`config.mk`:
```
export PLATFORM = sky130hd
export DESIGN_NAME = frame_sample_buffer
export DESIGN_NICKNAME = d
export VERILOG_FILES = /design/src/rtl/frame_buf_pkg.sv /design/src/rtl/sample_fifo.sv /design/src/rtl/frame_sample_buffer.sv
export SDC_FILE = /design/constraint.sdc
export NUM_CORES = 1
export LEC_CHECK = 0
export BUFFER_PORTS_ARGS = -buffer_cell sky130_fd_sc_hd__buf_4
export CAP_MARGIN = 5
export CORE_MARGIN = 1
export CORE_UTILIZATION = 64
export CTS_BUF_LIST = sky130_fd_sc_hd__clkbuf_8
export CTS_CLUSTER_DIAMETER = 100
export DETAILED_ROUTE_END_ITERATION = 6
export PLACE_DENSITY = 0.86
export SYNTH_ARGS = -nofsm -noshare
export SYNTH_HDL_FRONTEND = slang
export SYNTH_SLANG_ARGS = --single-unit
```
`constraint.sdc`:
```
create_clock -name clk -period 3.71 [get_ports clk]
set_clock_uncertainty 0.05 [all_clocks]
set_input_delay 0.742 -clock clk [delete_from_list [all_inputs] [get_ports clk]]
set_output_delay 0.742 -clock clk [all_outputs]
set_load 0.1 [all_outputs]
```
`src/rtl/frame_buf_pkg.sv`:
```
// frame_buf_pkg: shared constants, request FSM states and sample type for frame_sample_buffer.
package frame_buf_pkg;

    localparam int FB_WIDTH = 16;
    localparam int FB_DEPTH = 4;

    typedef enum logic {
        IDLE,
        WAIT
    } state_t;

    typedef logic signed [FB_WIDTH-1:0] sample_t;

endpackage

```
`src/rtl/sample_fifo.sv`:
```
// sample_fifo: synchronous FIFO with wrapping pointers and a separate 0..DEPTH occupancy counter.
module sample_fifo #(
    parameter int WIDTH = 16,
    parameter int DEPTH = 4
) (
    input  logic                      clk,
    input  logic                      i_rst_n,
    input  logic                      i_push,
    input  logic                      i_pop,
    input  logic signed [WIDTH-1:0]   i_data,
    output logic signed [WIDTH-1:0]   o_head,
    output logic [$clog2(DEPTH):0]    o_count
);

    localparam int AW = $clog2(DEPTH);
    localparam int CW = AW + 1;

    logic signed [WIDTH-1:0] r_mem [DEPTH];
    logic [AW-1:0]           r_wr;
    logic [AW-1:0]           r_rd;
    logic [CW-1:0]           r_count;

    assign o_head  = r_mem[r_rd];
    assign o_count = r_count;

    always_ff @(posedge clk) begin
        if (i_push) r_mem[r_wr] <= i_data;
    end

    // DEPTH is a power of two, so the pointers wrap by plain overflow
    always_ff @(posedge clk or negedge i_rst_n) begin
        if (!i_rst_n) begin
            r_wr    <= '0;
            r_rd    <= '0;
            r_count <= '0;
        end else begin
            if (i_push) r_wr <= r_wr + 1'b1;
            if (i_pop) r_rd <= r_rd + 1'b1;
            r_count <= r_count + CW'(i_push) - CW'(i_pop);
        end
    end

endmodule

```
`src/rtl/frame_sample_buffer.sv`:
```
// frame_sample_buffer: pulls samples from dynamics on request and releases one per codec frame.
// Optional FRAME_VOLUME_EN adds a volume port applying an arithmetic right shift on pop.
module frame_sample_buffer
    import frame_buf_pkg::*;
#(
    parameter int WIDTH = FB_WIDTH,
    parameter int DEPTH = FB_DEPTH
) (
    input  logic                      clk,
    input  logic                      reset,
    input  logic                      new_frame,
    input  logic signed [WIDTH-1:0]   sample_in,
    input  logic                      new_sample_ready,
`ifdef FRAME_VOLUME_EN
    input  logic [2:0]                volume,
`endif
    output logic                      generate_next_sample,
    output logic signed [WIDTH-1:0]   sample_out,
    output logic [$clog2(DEPTH):0]    fill_level,
    output logic                      underflow
);

    localparam int CW = $clog2(DEPTH) + 1;

    state_t                  r_state;
    state_t                  w_state_nxt;
    logic                    w_req_nxt;
    logic                    w_push;
    logic                    w_pop;
    logic                    w_empty;
    logic [CW-1:0]           w_fill_nxt;
    logic signed [WIDTH-1:0] w_head;
    logic signed [WIDTH-1:0] w_pop_val;

    assign w_empty    = fill_level == '0;
    assign w_pop      = new_frame && !w_empty;
    assign w_push     = r_state == WAIT && new_sample_ready;
    assign w_fill_nxt = fill_level + CW'(w_push) - CW'(w_pop);

`ifdef FRAME_VOLUME_EN
    assign w_pop_val = w_head >>> volume;
`else
    assign w_pop_val = w_head;
`endif

    // Look at post-edge occupancy so a request can issue on the same edge as a push or pop
    always_comb begin
        w_req_nxt   = (r_state == IDLE || w_push) && (w_fill_nxt < CW'(DEPTH));
        w_state_nxt = (w_req_nxt || (r_state == WAIT && !w_push)) ? WAIT : IDLE;
    end

    always_ff @(posedge clk or negedge reset) begin
        if (!reset) begin
            r_state              <= IDLE;
            generate_next_sample <= 1'b0;
            sample_out           <= '0;
            underflow            <= 1'b0;
        end else begin
            r_state              <= w_state_nxt;
            generate_next_sample <= w_req_nxt;
            if (w_pop) sample_out <= w_pop_val;
            if (new_frame && w_empty) underflow <= 1'b1;
        end
    end

    sample_fifo #(
        .WIDTH(WIDTH),
        .DEPTH(DEPTH)
    ) u_fifo (
        .clk    (clk),
        .i_rst_n(reset),
        .i_push (w_push),
        .i_pop  (w_pop),
        .i_data (sample_in),
        .o_head (w_head),
        .o_count(fill_level)
    );

endmodule

```
==> flow_summary.yaml <==
clocking:
  holdBufCountCts: 0
  root_buffer: "clkbuf_8"
  cts_resized: 0
  clock-sinks: 90
  clk_pin_slew_ps: 90
  cts_inserted_buffers: 9
  clkLatencyLatePin_ps: 360
  h-tree-depth: 3
  cts_tree: "done"
  clock_path_buffers: 2
  postCtsSetupRepairBufs: 0
critical_path:
  worstPathArrival_ps: 3200
  cpPeakStageDelay_ps: 880
  cp_common_cell: "inv_1"
  path_delay_family: "compound AO/OA/AOI/OAI gates"
  crit_path_start: "u_fifo.o_count[1]"
  path_cells: "o31ai_4, inv_1, ha_1, inv_1, ha_1, inv_1, fa_1, xor3_1, o21ai_0"
  crit_slowest_cell: "o31ai_4"
  cp_max_fo: 18
  crit_type: "reg -> reg"
  regToRegStartpoint: "u_fifo.o_count[1]"
  worst_ep_required_time_ps: 3890
  end_kind: "flip-flop"
  crit_buf_inv: 3
  r2r_cells: 9
  cp.depth: 9
  startpoint_type: "flip-flop"
logic_synthesis:
  synth_area_sq_um: 3450
  synth_cell_types: 22
  synth_area_per_cell_sq_um: 21.8
  synth-seq-cells: 90
  synthXorXnorAreaFrac_pct: 1.45
  ys_seq_area_share_pct: 74.6
  yosysWarnings: 0
  synth_top_area_share_pct: 55.7
  synth.area.mux_share_pct: 16.9
  synth_fp_nets: 185
  synthCells: 158
  yosysTopAreaCell: "edfxtp_1"
  synth-compound-area-share_pct: 1.38
  async_flop_share_pct: 28.9
  synth-main-ff-cell: "edfxtp_1"
  yosys.area_share.simple_pct: 0.979
  synth_top_family_by_area: "multiplexers"
  synth_edf_count: 64
  synthTopCellsByArea: "edfxtp_1 56%, dfrtp_1 19%, mux4_1 6.1%"
  synthAdderAreaFrac_pct: 2.76
routing:
  drt_wl_total_microns: 5610
  ant_nets: 0
  drcViolationCount: 0
  vias: 1636
  wl_per_cell_microns: 20.1
  drtIter0Drc: 99
  dr.pass1.iters: 4
  via_per_inst: 5.86
global_routing:
  grt_pass1_vias: 1688
  globalRouteMet2Util_pct: 38.8
  globalRouteMet1Util_pct: 27.9
  grt_pass1_wl_microns: 8740
  met3_usage_pct: 6.48
  busiest_layer: "met2"
  track_usage_pct: 23.1
  grt_max_degree: 27
  grt_overflow: 0
  antenna_found_initial: 0
job:
  maxCapViolCount: 0
sta:
  slew_headroom_pct: 30.2
  worst_pin_slew_ps: 1050
  rsz0062_at_grt: "no"
  fmax_ghz: 0.331
  whs_ps: 232
  finalCriticalPeriod_ps: 3020
  setup_violations: 0
  slew_violations: 0
  fin_crit_sh_pct: 81.4
  fin_setup_tns_ps: 0
  final_hold_viol_count: 0
hold_path:
  hold_path_class: "in -> async"
placement:
  routabilityCongestion: 0.827
  placed_cell_area_sq_um: 3800
  place_hpwl_microns: 3490
  placement.io_buffers: 40
die:
  coreArea_sq_um: 5140
  initial_core_util_pct: 67.1
  dieHeight_microns: 75.4
  die_area_sq_um: 5690
  rows: 26
  die_x_microns: 75.4
  io_pins: 41
finish:
  nNetsFinal: 231
  design_area_sq_um: 4020
  antenna_cells: 0
  seq_area_sq_um: 2570
  fill_cells: 291
  multi_input_area_sq_um: 808
  drive_gt1_share_pct: 39.2
  syn_to_final_growth_pct: 16.4
outcome:
  outcome: "finished clean"
## per-layer routing
layer	share of wire [%]	vias to the layer above
li1	-	713
met1	39	864
met3	6.1	7
met5	0	-
met4	0.95	0
met2	54	52
## registers in the layout, summed over array words and instances, names as in the netlist
signal and cells:
u_fifo.o_count 3, r_state 1, u_fifo.r_wr 2, u_fifo.r_mem 64, sample_out 16, underflow 1, generate_next_sample 1, u_fifo.r_rd 2
## cell families (layout without fill, tap and decap cells)
group,Yosys count,count (layout)
compound gates,5,5
xor+xnor,4,4
fa+ha+maj,7,7
buf+inv,13,64
flops,90,90
mux,33,33
simple gates,6,6
## cells in the final DEF (no fill, tap or decap)
master / count
nor3_1: 1
buf_4: 40
a21oi_1: 1
mux4_1: 8
o311ai_0: 1
a21o_1: 1
clkinvlp_4: 2
bufinv_16: 2
and3_1: 4
edfxtp_1: 64
xor3_1: 1
inv_1: 8
mux2_2: 17
ha_1: 6
dfrtp_1: 26
clkinv_4: 1
nand2_1: 1
o21ai_0: 1
clkinv_2: 2
xnor2_1: 3
o31ai_4: 1
fa_1: 1
clkbuf_8: 9
mux4_2: 8
## through the flow
| stage | cells | utilization [%] | setup WS, ps |
|---|---|---|---|
| detailed placement | 263 | 73.9 | 642 |
| CTS | 279 | 78.1 | 638 |
| finish | 279 | 78.1 | 690 |
| floorplan | 158 | - | 696 |
| global route | 279 | 78.1 | 511 |
| global placement | 263 | 73.9 | 847 |
## worst paths after layout
kind	end	slack, ps
min in group clk	underflow	420
setup / recovery	r_state	690
hold reg to reg	underflow	420
hold / removal	sample_out[13]	230
setup reg to reg	r_state	690
max in group asynchronous	sample_out[10]	3110
## Yosys cell counts (2+ instances only)
library cell,instances
mux2_2,17
inv_1,8
buf_6,2
mux4_2,8
mux4_1,8
xnor2_1,3
ha_1,6
edfxtp_1,64
dfrtp_1,26
and3_1,4
## final cells by class
| cell class | instances | area share (%) |
|---|---|---|
| clock buffer | 9 | 3.08 |
| clock inverter | 7 | 2.34 |
| inverter | 8 | 0.748 |
| multi-input combinational | 55 | 20.1 |
| sequential | 90 | 64.0 |
| tap | 70 | 2.18 |
| timing repair buffer | 40 | 7.48 |
Power is not shown: default switching activity piles up to over one toggle a cycle in this logic, so the estimate is an artifact.
